<file path="config.mk">
export PLATFORM = sky130hd
export DESIGN_NAME = mm_stream_host
export DESIGN_NICKNAME = d
export VERILOG_FILES = /design/src/rtl/mm_stream_host.sv
export SDC_FILE = /design/constraint.sdc
export NUM_CORES = 1
export LEC_CHECK = 0
export BUFFER_PORTS_ARGS = -buffer_cell sky130_fd_sc_hd__buf_2
export CAP_MARGIN = 30
export CELL_PAD_IN_SITES_DETAIL_PLACEMENT = 1
export CELL_PAD_IN_SITES_GLOBAL_PLACEMENT = 1
export CORE_MARGIN = 1
export CORE_UTILIZATION = 50
export CTS_BUF_LIST = sky130_fd_sc_hd__clkbuf_8
export CTS_CLUSTER_SIZE = 28
export DETAILED_ROUTE_END_ITERATION = 10
export PLACE_DENSITY_LB_ADDON = 0.1
export SLEW_MARGIN = 20
export SYNTH_ARGS = -nofsm -noshare
export SYNTH_HDL_FRONTEND = slang
export SYNTH_SLANG_ARGS = --single-unit
</file>
<file path="constraint.sdc">
create_clock -name clk -period 2.9 [get_ports clk]
set_input_delay 0.435 -clock clk [delete_from_list [all_inputs] [get_ports clk]]
set_output_delay 0.435 -clock clk [all_outputs]
set_load 0.005 [all_outputs]
</file>
<file path="src/rtl/mm_stream_host.sv">
// Host-side driver for the matrix-multiplier stream: sends operands A then B,
// collects the result stream into a small buffer and reports status.
module mm_stream_host #(
    parameter int MAXD    = 4,
    parameter int DW      = 8,
    parameter int RW      = 12,
    parameter int BUSY_TO = 16,
    parameter int RUN_TO  = 255
) (
    input  logic          clk,
    input  logic          rst,
    input  logic          cfg_we,
    input  logic          cfg_sel,
    input  logic [3:0]    cfg_addr,
    input  logic [DW-1:0] cfg_wdata,
    input  logic [2:0]    a_rows,
    input  logic [2:0]    a_cols,
    input  logic [2:0]    b_rows,
    input  logic [2:0]    b_cols,
    input  logic          start,
    output logic [DW-1:0] in_data,
    output logic          col_end,
    output logic          row_end,
    input  logic          mm_busy,
    input  logic          mm_valid,
    input  logic [RW-1:0] mm_out_data,
    input  logic          mm_is_legal,
    input  logic          mm_overflow,
    input  logic          mm_change_row,
    input  logic [3:0]    rd_addr,
    output logic [RW-1:0] rd_data,
    output logic          host_busy,
    output logic          done,
    output logic [4:0]    res_count,
    output logic [2:0]    rows_seen,
    output logic          illegal,
    output logic          ovf_seen,
    output logic          count_err,
    output logic          timeout
);

    localparam int DEPTH = MAXD * MAXD;
    localparam logic [7:0] BUSY_LAST = 8'(BUSY_TO - 1);
    localparam logic [7:0] RUN_LAST  = 8'(RUN_TO - 1);
    localparam logic [4:0] RES_FULL  = 5'(DEPTH);

    typedef enum logic [2:0] {
        S_IDLE, S_SEND_A, S_SEND_B, S_WAIT, S_COLLECT, S_DONE
    } state_t;

    state_t state_q, state_d;

    logic [DW-1:0] mem_a [DEPTH];
    logic [DW-1:0] mem_b [DEPTH];
    logic [RW-1:0] res_mem [DEPTH];

    logic [2:0] ar_q, ac_q, br_q, bc_q;
    logic       sel_q;
    logic [2:0] r_q, c_q;
    logic [7:0] tcnt_q;
    logic       busy_q;

    logic       is_idle, streaming;
    logic [2:0] rows_a, cols_a, rows_b, cols_b;
    logic       nxt_act, nxt_sel;
    logic [2:0] nxt_r, nxt_c, nxt_rows, nxt_cols;
    logic       nxt_ce, nxt_re;
    logic [3:0] nxt_addr;
    logic [DW-1:0] nxt_data;

    logic       launch, collect_en, store, to_hit, enter_done, busy_fall;
    logic       illegal_d, ovf_d, timeout_d, cerr_d;
    logic [4:0] res_count_d;
    logic [2:0] rows_seen_d;
    logic [5:0] exp_cnt;

    assign is_idle    = (state_q == S_IDLE);
    assign streaming  = (state_q == S_SEND_A) || (state_q == S_SEND_B);
    assign launch     = is_idle && start;
    assign busy_fall  = busy_q && !mm_busy;
    assign enter_done = (state_d == S_DONE) && (state_q != S_DONE);

    // Next-state decode of the run sequencer
    always_comb begin
        state_d = state_q;
        to_hit  = 1'b0;
        unique case (state_q)
            S_IDLE:    if (start) state_d = S_SEND_A;
            S_SEND_A:  if (row_end) state_d = S_SEND_B;
            S_SEND_B:  if (row_end) state_d = S_WAIT;
            S_WAIT: begin
                if (mm_busy) begin
                    state_d = S_COLLECT;
                end else if (tcnt_q == BUSY_LAST) begin
                    state_d = S_DONE;
                    to_hit  = 1'b1;
                end
            end
            S_COLLECT: begin
                if (busy_fall) begin
                    state_d = S_DONE;
                end else if (tcnt_q == RUN_LAST) begin
                    state_d = S_DONE;
                    to_hit  = 1'b1;
                end
            end
            S_DONE:    state_d = S_IDLE;
            default:   state_d = S_IDLE;
        endcase
    end

    // State register
    always_ff @(posedge clk or posedge rst) begin
        if (rst) state_q <= S_IDLE;
        else     state_q <= state_d;
    end

    // Dimensions come straight from the ports on the launch cycle
    assign rows_a = is_idle ? a_rows : ar_q;
    assign cols_a = is_idle ? a_cols : ac_q;
    assign rows_b = is_idle ? b_rows : br_q;
    assign cols_b = is_idle ? b_cols : bc_q;

    // Pick the element to present next cycle and its end markers
    always_comb begin
        nxt_act = 1'b0;
        nxt_sel = 1'b0;
        nxt_r   = '0;
        nxt_c   = '0;
        unique case (1'b1)
            launch: nxt_act = 1'b1;
            streaming && row_end: begin
                nxt_act = !sel_q;
                nxt_sel = 1'b1;
            end
            streaming && col_end && !row_end: begin
                nxt_act = 1'b1;
                nxt_sel = sel_q;
                nxt_r   = r_q + 3'd1;
            end
            streaming && !col_end: begin
                nxt_act = 1'b1;
                nxt_sel = sel_q;
                nxt_r   = r_q;
                nxt_c   = c_q + 3'd1;
            end
            default: ;
        endcase
        nxt_rows = nxt_sel ? rows_b : rows_a;
        nxt_cols = nxt_sel ? cols_b : cols_a;
        nxt_ce   = nxt_act && (nxt_c == nxt_cols - 3'd1);
        nxt_re   = nxt_ce && (nxt_r == nxt_rows - 3'd1);
        nxt_addr = {nxt_r[1:0], nxt_c[1:0]};
        nxt_data = '0;
        if (nxt_act) nxt_data = nxt_sel ? mem_b[nxt_addr] : mem_a[nxt_addr];
    end

    // Result capture and sticky status, evaluated as next values
    always_comb begin
        collect_en  = mm_valid && ((state_q == S_WAIT) || (state_q == S_COLLECT));
        store       = collect_en && mm_is_legal;
        illegal_d   = illegal || (collect_en && !mm_is_legal);
        ovf_d       = ovf_seen || (store && mm_overflow);
        timeout_d   = timeout || to_hit;
        res_count_d = res_count;
        if (store && (res_count != RES_FULL)) res_count_d = res_count + 5'd1;
        rows_seen_d = rows_seen;
        if (collect_en && mm_change_row && (rows_seen != 3'd7))
            rows_seen_d = rows_seen + 3'd1;
        exp_cnt = {3'b000, ar_q} * {3'b000, bc_q};
        cerr_d  = count_err ||
                  (enter_done && !illegal_d && !timeout_d &&
                   ({1'b0, res_count_d} != exp_cnt));
    end

    // Operand and result storage, not reset
    always_ff @(posedge clk) begin
        if (is_idle && cfg_we) begin
            if (cfg_sel) mem_b[cfg_addr] <= cfg_wdata;
            else         mem_a[cfg_addr] <= cfg_wdata;
        end
        if (store && !res_count[4]) res_mem[res_count[3:0]] <= mm_out_data;
    end

    assign rd_data = res_mem[rd_addr];

    // Registered stream outputs, run counters and status
    always_ff @(posedge clk or posedge rst) begin
        if (rst) begin
            in_data   <= '0;
            col_end   <= 1'b0;
            row_end   <= 1'b0;
            sel_q     <= 1'b0;
            r_q       <= '0;
            c_q       <= '0;
            ar_q      <= '0;
            ac_q      <= '0;
            br_q      <= '0;
            bc_q      <= '0;
            tcnt_q    <= '0;
            busy_q    <= 1'b0;
            host_busy <= 1'b0;
            done      <= 1'b0;
            res_count <= '0;
            rows_seen <= '0;
            illegal   <= 1'b0;
            ovf_seen  <= 1'b0;
            count_err <= 1'b0;
            timeout   <= 1'b0;
        end else begin
            in_data <= nxt_data;
            col_end <= nxt_ce;
            row_end <= nxt_re;
            sel_q   <= nxt_sel;
            r_q     <= nxt_r;
            c_q     <= nxt_c;
            busy_q  <= mm_busy;
            done    <= enter_done;
            if (state_d != state_q) tcnt_q <= '0;
            else                    tcnt_q <= tcnt_q + 8'd1;
            if (launch) begin
                ar_q      <= a_rows;
                ac_q      <= a_cols;
                br_q      <= b_rows;
                bc_q      <= b_cols;
                host_busy <= 1'b1;
                res_count <= '0;
                rows_seen <= '0;
                illegal   <= 1'b0;
                ovf_seen  <= 1'b0;
                count_err <= 1'b0;
                timeout   <= 1'b0;
            end else begin
                if (enter_done) host_busy <= 1'b0;
                res_count <= res_count_d;
                rows_seen <= rows_seen_d;
                illegal   <= illegal_d;
                ovf_seen  <= ovf_d;
                count_err <= cerr_d;
                timeout   <= timeout_d;
            end
        end
    end

endmodule

</file>
==> out/qor.txt, run 1 <==
status: completed
Via Count: 11300
average cell area after synthesis: 17.6 sq um
Final Hold Fails: 0
Final Slew Violations: 0
Tot GR Track Use: 0.244
Fin Hold WS: 0.0533 ns
DRT iter0 DRCs: 772
n_diodes: 0
Area contributors post-synth: edfxtp_1 66%, mux4_2 6.9%, dfrtp_1 6.8%
initial antenna violation count: 0
Synth top area share: 0.662
Clk Latency, worst-skew pair: 0.64 ns
residual antenna-violating net count after detailed routing: 0
ys flop type: edfxtp_1
crit start category: flop
DR WL met2: 24.8 mm
Reg-to-Reg Start: state_q[0]
Hold Path Class: primary input to flop
Filler cells: 3655
post-synthesis sequential area ratio: 0.729
drt wl/cell: 25.1 microns
FMAX: 0.365 GHz
R2R depth: 9
Post-Syn Area: 20300 sq um
# nets final: 1420
P&R area growth vs syn: 14.8%
DRC Markers: 0
async set-reset flop share out of synthesis: 0.109
post-synth cell types: 57
drt total wl: 48.7 mm
vias in the first global route: 11900
Crit path arrival time: 3.23 ns
top sig layer: met4
first-pass GRT wire length: 74.0 mm
Ys Warns: 0
Post-synth EDFFs: 448
CTS tree: yes
end of the worst hold path: bc_q[0]
Overflow after GRT: 0
Root Buffer: clkbuf_8
Die ar.: 41500 sq um
largest net degree at the start of global routing: 80
Leakage: 8.28 nW
Synth area leader: edfxtp_1
Tightest Pin Transition: 0.825 ns
Gate Count Post-Synth: 1158
Clock transition at path regs: 0.06 ns
Final Power: 21.5 mW
WL met3: 2.10 mm
Finished Layout Cells: 1940
maximum clock path buffer count: 3
Sink Count: 503
# H-tree levels: 3
Setup TNS: 0 ns
layout cells sized above 1: 0.269
CP Max Fanout: 38
core area: 39900 sq um
DP Area: 21900 sq um
setup ws final: 0.164 ns
Pre-Repair DR Iteration Count: 5
input/output buffers: 85
number of I/O pins: 86
Synth Register Bits: 503
Layout Skew: 0.0289 ns
RR Endpoint: in_data[2]
Finish-stage setup viols: 0
highest ir drop seen on vdd: 886 uV
Synth Net Count: 1227
design area: 23300 sq um
Via-to-Cell Ratio: 5.81
Place WS: 0.192 ns
initial core utilization: 0.509
met1 WL: 20.5 mm
Layout Utilization: 0.585
die width: 204 microns
Slew headroom: 0.448
Max Cap Viol: 0
r2r setup slk: 0.16 ns
worst hold start: b_cols[0]
CP required: 3.39 ns
Rows: 73
Final Cycle Share: 0.944
Final HPWL DP: 32.0 mm
crit path kind: flop to flop
Placed Instances: 1786
unrepaired setup endpoints after global routing: false
PwrDens: 919 nW/um^2
crit end category: flop
Tmin final: 2.74 ns
Worst Hold Depth: 2
Die H: 204 microns
CTS Buf Count: 82
Placer Congestion: 0.799
## cells in the final DEF (no fill, tap or decap), types with 4 or more instances in the layout
| cell | count |
|---|---|
| clkbuf_8 | 83 |
| nand2b_1 | 5 |
| mux4_2 | 62 |
| nand3b_1 | 4 |
| nand3_1 | 11 |
| a22oi_1 | 19 |
| nor3_1 | 5 |
| mux2_1 | 7 |
| clkinvlp_4 | 4 |
| o22ai_1 | 9 |
| mux2_2 | 38 |
| mux2i_1 | 63 |
| edfxtp_1 | 448 |
| buf_12 | 10 |
| nor2_1 | 94 |
| nor3_2 | 4 |
| clkinv_1 | 18 |
| buf_4 | 73 |
| nand2_1 | 38 |
| inv_1 | 52 |
| xor2_1 | 9 |
| a21oi_1 | 42 |
| dfrtp_1 | 54 |
| clkinv_2 | 6 |
| and2_1 | 6 |
| o32ai_1 | 14 |
| ha_1 | 17 |
| o21ai_0 | 9 |
| nor2b_1 | 7 |
| buf_2 | 84 |
| xnor2_1 | 16 |
| a221oi_1 | 57 |
## where the power goes
part	internal (mW)	switching [mW]
Combinational	3.10	4.55
Clock	2.66	2.70
Sequential	8.22	0.232
## flip-flops by register name, indices dropped and copies added, names as in the netlist, 5 cells and up
signal     cells
res_mem      192
tcnt_q         8
res_count      5
mem_b        128
in_data        8
mem_a        128
## routing by layer
layer | vias up | GRT usage
met2 | 303 | 0.409
li1 | 5024 | -
met5 | - | 0
met1 | 5868 | 0.324
met4 | 0 | 0.0913
met3 | 76 | 0.0364
## worst max path at each step
stage          startpoint             to  slack (ns)  depth (start not counted)
2_1_floorplan  state_q[0]  res_mem[0][0]        0.12                          5
3_3_place_gp   state_q[0]     in_data[2]        0.20                          9
3_5_place_dp   state_q[0]     in_data[0]        0.19                          9
4_1_cts        state_q[0]     in_data[1]        0.17                          9
5_1_grt        state_q[0]     in_data[2]        0.01                          9
6_report       state_q[0]     in_data[2]        0.16                          9
## critical path, stage by stage (launching register included)
cell and delay, ns:
dfrtp_1 0.41, xnor2_1 0.21, nor4_2 0.30, buf_12 0.31
buf_4 0.24, mux2i_1 0.27, mux2_2 0.20, o32ai_1 0.12
a221oi_1 0.38, o22ai_1 0.15
## layout make-up
cell class	count	area (sq um)	share of cell area
clock buffer	83	1140	0.0489
clock inverter	65	277	0.0118
inverter	20	75.1	0.00322
multi-input combinational	574	5160	0.221
sequential	503	14800	0.635
tap	525	657	0.0281
timing repair buffer	170	1200	0.0513
## cells by family after synthesis
logic type / after synthesis / synth area share
compound gates: 169 / 0.0615
xor+xnor: 25 / 0.0108
fa+ha+maj: 19 / 0.0124
buf+inv: 81 / 0.0185
flops: 503 / 0.729
mux: 170 / 0.125
simple gates: 191 / 0.0429
## synth_stat cells (all sizes together), types with 2 or more instances
cell type / number
clkbuf: 27
nor4: 2
and2: 6
ha: 17
o2111a: 2
nor2: 94
a31oi: 2
nand3: 11
nand2b: 5
xor2: 9
a21o: 3
inv: 18
a211oi: 3
a22oi: 19
nor2b: 7
nor3: 11
nand3b: 4
dfrtp: 55
o22ai: 9
nand4: 3
nand2: 39
mux2i: 63
xnor2: 16
mux4: 62
a21oi: 42
fa: 2
mux2: 45
clkinv: 2
o21ai: 11
buf: 34
o32ai: 14
and3: 3
or4: 2
a221oi: 57
edfxtp: 448
## repair_timing
item,4_1_cts,5_1_grt
gates resized for setup,0,0
hold buffers,3,0
hold endpoints to repair,34,0
endpoints found under the setup margin,0,1
setup buffers,0,1
(Power assumes the default switching activity.)
==> run 2: changes to the inputs <==
CORE_MARGIN = 2   (was 1)
MAX_ROUTING_LAYER = met4   (was not set)
==> run 2 against run 1 <==
Net effect: sequential power is essentially flat; routed wire length grew 1.6%; fmax grew 0.70%; non-clock buffer count grew 16; sequential share of layout area shrank 0.53 points; clock skew shrank 0.0023 ns; register-to-register slack gained 0.02 ns; final area grew 0.84%; worst hold slack lost 0.012 ns; cell count grew 0.57%; count of clock-buffer cells in the layout is the same; critical path type unchanged.
==> out/qor.txt, run 2 (synthesized netlist as in run 1, its figures left out) <==
status: completed
Final HPWL DP: 31.9 mm
crit end category: flop
drt total wl: 49.4 mm
layout cells sized above 1: 0.282
maximum clock path buffer count: 3
critical path's slowest cell: dfrtp_1
DRC Markers: 0
unrepaired setup endpoints after global routing: false
Clk Latency, worst-skew pair: 0.65 ns
Final Hold Fails: 0
Net Sw Frac: 0.347
CP Max Fanout: 31
Top Family by Delay on Critical Path: compound AO/OA/AOI/OAI gates
Final Cycle Share: 0.937
initial core utilization: 0.509
CTS Buf Count: 82
Slew headroom: 0.471
largest net degree at the start of global routing: 74
Max Cap Viol: 0
Die ar.: 42300 sq um
P&R area growth vs syn: 15.8%
die width: 206 microns
Flop pwr share: 0.387
Rows: 73
number of I/O pins: 86
Tightest Pin Transition: 0.793 ns
Net Sw Power: 7.59 mW
Setup TNS: 0 ns
n_diodes: 0
Hold Path Class: primary input to flop
clock share of power: 0.257
CP required: 3.41 ns
DP Area: 22000 sq um
Finish-stage setup viols: 0
commonest non-fill, non-tap cell in the layout: edfxtp_1
crit path kind: flop to flop
worst hold start: mm_overflow
r2r setup slk: 0.18 ns
Stages on worst setup path: 9
Die H: 206 microns
first-pass GRT wire length: 74.6 mm
# nets final: 1436
Final Power: 21.8 mW
Clock transition at path regs: 0.06 ns
RR Endpoint: in_data[7]
Reg-to-Reg Start: state_q[1]
PwrDens: 928 nW/um^2
Tmin final: 2.72 ns
design area: 23500 sq um
Place WS: 0.105 ns
Comb pwr share: 0.356
input/output buffers: 85
Final Slew Violations: 0
most frequent cells in the layout: 448 x edfxtp_1, 93 x nor2_1, 84 x buf_2, 84 x buf_4, 83 x clkbuf_8
Root Buffer: clkbuf_8
Int Power: 14.3 mW
Tot GR Track Use: 0.250
crit-path cells: xnor2_1 > nor4_2 > buf_12 > buf_12 > mux2_2 > nor2_1 > o32ai_1 > a221oi_1 > o22ai_1
vias in the first global route: 12100
Placer Congestion: 0.796
Overflow after GRT: 0
FMAX: 0.368 GHz
R2R depth: 9
Sink Count: 503
Layout Skew: 0.0266 ns
Leakage: 8.36 nW
setup ws final: 0.183 ns
Filler cells: 3648
DRT iter0 DRCs: 716
end of the worst hold path: ovf_seen
CP peak stage delay: 0.48 ns
residual antenna-violating net count after detailed routing: 0
initial antenna violation count: 0
Multi-input gate area: 5170 sq um
core area: 39900 sq um
Via-to-Cell Ratio: 5.82
crit start category: flop
Most Frequent Cell on Critical Path: buf_12
# H-tree levels: 3
Fin Hold WS: 0.0417 ns
Pre-Repair DR Iteration Count: 5
max FFs per register: 192
drt wl/cell: 25.3 microns
highest ir drop seen on vdd: 569 uV
Reg area: 14800 sq um
CTS tree: yes
Worst Hold Depth: 3
Via Count: 11300
Crit path arrival time: 3.23 ns
number of buffer and inverter stages on the critical path: 2
run 2: worst max path at each step:
stage                     slack [ns]       start            end
final                           0.18  state_q[1]     in_data[7]
after global routing            0.02  state_q[1]        row_end
after detailed placement        0.10  state_q[1]     in_data[3]
after CTS                       0.07  state_q[1]     in_data[3]
after global placement          0.19  state_q[2]        row_end
after floorplan                 0.12  state_q[0]  res_mem[0][0]
run 2: repair_timing:
| item | CTS | global route |
|---|---|---|
| resized for setup | 0 | 1 |
| hold buffers | 6 | 0 |
| hold endpoints to repair | 33 | 0 |
| setup buffers | 0 | 4 |
| endpoints found under the setup margin | 0 | 1 |
run 2: final cells by class:
type / instances / area share
Sequential cell: 503 / 0.630
Multi-Input combinational cell: 574 / 0.220
Timing Repair Buffer: 186 / 0.0574
Clock buffer: 83 / 0.0485
Tap cell: 525 / 0.0279
Clock inverter: 60 / 0.0134
Inverter: 20 / 0.00319
run 2: power by group through the flow:
stage               Clock [mW]  Combinational, mW  Sequential, mW
detailed placement           0               7.72            8.62
floorplan                    0               5.17            8.52
CTS                       5.76               7.78            8.47
global route              6.05               8.38            8.51
global placement             0               7.63            8.60
finish                    5.61               7.77            8.46
run 2: tightest hold or removal path, cell delays in order:
cell and delay, ns:
buf_2 0.08, a21oi_1 0.05, nor2_1 0.07
run 2: metal layers:
layer | global-route usage | up-vias | part of all wire
met2 | 0.408 | 315 | 0.51
met5 | - | - | 0
li1 | - | 5053 | -
met3 | 0.0456 | 93 | 0.046
met1 | 0.311 | 5887 | 0.41
met4 | 0.0994 | 0 | 0.033
run 2: per-stage QoR:
step	utilization	cells
4_1_cts	0.589	1946
6_report	0.590	1951
3_5_place_dp	0.551	1797
2_1_floorplan	-	1158
5_1_grt	0.590	1951
3_3_place_gp	0.551	1797
==> run 3: changes to the inputs <==
==> constraint.sdc (replaced) <==
create_clock -name clk -period 2.9 [get_ports clk]
set_input_delay 0.29 -clock clk [delete_from_list [all_inputs] [get_ports clk]]
set_output_delay 0.29 -clock clk [all_outputs]
set_load 0.005 [all_outputs]
==> run 3 against run 2 <==
Net effect: sequential share of layout area down 0.32 points; cell count up 0.36%; first-iteration DRC count is 2.4% higher; worst hold slack gained 0.023 ns; setup slack got worse by 0.012 ns; total power up 1.0%; non-clock buffer count increased by 5; core utilization is 0.30 points higher; critical path type unchanged.
==> out/qor.txt, run 3 (synthesized netlist as in run 1, its figures left out) <==
Rows: 73
first-pass GRT wire length: 78.2 mm
Multi-input gate area: 5180 sq um
P&R area growth vs syn: 16.3%
Root Buffer: clkbuf_8
highest ir drop seen on vdd: 675 uV
crit end category: flop
status: completed
# nets final: 1441
Hold Path Class: primary input to flop
Via Count: 11400
largest net degree at the start of global routing: 70
Pre-Repair DR Iteration Count: 5
Clk Latency, worst-skew pair: 0.64 ns
drt wl/cell: 26.2 microns
n_diodes: 0
Final Cycle Share: 0.941
Final Hold Fails: 0
Die H: 206 microns
Leakage: 8.41 nW
PwrDens: 933 nW/um^2
Tightest Pin Transition: 0.818 ns
Place WS: 0.194 ns
unrepaired setup endpoints after global routing: false
Final Slew Violations: 0
residual antenna-violating net count after detailed routing: 0
Final Power: 22.1 mW
Die ar.: 42300 sq um
Layout Skew: 0.0328 ns
crit path kind: flop to flop
end of the worst hold path: res_mem[5][10]
maximum clock path buffer count: 3
Setup TNS: 0 ns
Tmin final: 2.73 ns
Reg area: 14800 sq um
CTS tree: yes
Worst Hold Depth: 1
setup ws final: 0.170 ns
Via-to-Cell Ratio: 5.84
core area: 39900 sq um
Placer Congestion: 0.827
DRT iter0 DRCs: 733
die width: 206 microns
initial antenna violation count: 0
DRC Markers: 0
Sink Count: 503
number of I/O pins: 86
crit start category: flop
Filler cells: 3576
Slew headroom: 0.455
postcts setup bufs: 0
CP Max Fanout: 18
Overflow after GRT: 0
# H-tree levels: 3
Finish-stage setup viols: 0
CTS Buf Count: 82
FMAX: 0.366 GHz
R2R depth: 10
Clock transition at path regs: 0.07 ns
layout cells sized above 1: 0.278
worst hold start: mm_out_data[10]
vias in the first global route: 12500
CP required: 3.39 ns
Max Cap Viol: 0
Reg-to-Reg Start: state_q[1]
Crit path arrival time: 3.21 ns
commonest non-fill, non-tap cell in the layout: edfxtp_1
Final HPWL DP: 34.2 mm
most frequent cells in the layout: 448 x edfxtp_1, 93 x nor2_1, 86 x clkbuf_8, 84 x buf_2, 81 x buf_4
input/output buffers: 85
max FFs per register: 192
Tot GR Track Use: 0.260
RR Endpoint: in_data[1]
drt total wl: 51.3 mm
initial core utilization: 0.509
r2r setup slk: 0.17 ns
run 3: layout make-up:
| class | instances | share of cell area |
|---|---|---|
| clock buffer | 86 | 0.0500 |
| clock inverter | 59 | 0.0141 |
| tap | 525 | 0.0278 |
| timing repair buffer | 191 | 0.0591 |
| sequential | 503 | 0.627 |
| inverter | 20 | 0.00317 |
| multi-input combinational | 574 | 0.219 |
run 3: worst max path at each step:
stage / start / to / slack, ns / depth (start not counted)
finish: state_q[1] / in_data[1] / 0.17 / 10
global route: state_q[1] / row_end / 0.003 / 11
CTS: state_q[1] / in_data[4] / 0.15 / 9
detailed placement: state_q[1] / in_data[1] / 0.19 / 10
global placement: state_q[1] / in_data[4] / 0.17 / 9
floorplan: state_q[0] / res_mem[0][0] / 0.12 / 5
run 3: metrics by stage:
step | hold WS (ns) | instances | instance area, sq um | util
finish | 0.0646 | 1958 | 23700 | 0.593
global route | 0.0383 | 1958 | 23700 | 0.593
CTS | 0.0282 | 1958 | 23600 | 0.592
detailed placement | 0.468 | 1798 | 22000 | 0.551
global placement | 0.459 | 1798 | 22000 | 0.551
floorplan | 0.321 | 1158 | 20300 | -
run 3: repair_timing:
item	4_1_cts	5_1_grt
endpoints found under the setup margin	0	4
hold buffers	15	0
endpoints found under the hold margin	46	0
gates resized for setup	0	4
run 3: worst max-delay path: stages (launching register included):
cell	delay, ns
dfrtp_1	0.46
xnor2_1	0.22
nor4_2	0.32
buf_12	0.23
buf_4	0.23
buf_4	0.16
mux2i_1	0.18
mux2_2	0.18
o32ai_1	0.11
a221oi_1	0.35
o22ai_1	0.15
run 3: report_power, final:
group | leakage, nW | switching, mW | internal [mW]
Sequential | 4.73 | 0.268 | 8.21
Clock | 0.873 | 2.77 | 3.02
Combinational | 2.81 | 4.67 | 3.13
Total | 8.41 | 7.70 | 14.4
run 3: layer usage:
metal	wire length, microns	global-route usage	vias to the layer above	part of all wire
met5	0	-	-	0
met4	1610	0.0971	0	0.031
met3	2180	0.0399	99	0.042
met2	26500	0.439	292	0.52
met1	21100	0.319	5973	0.41
li1	-	-	5066	-
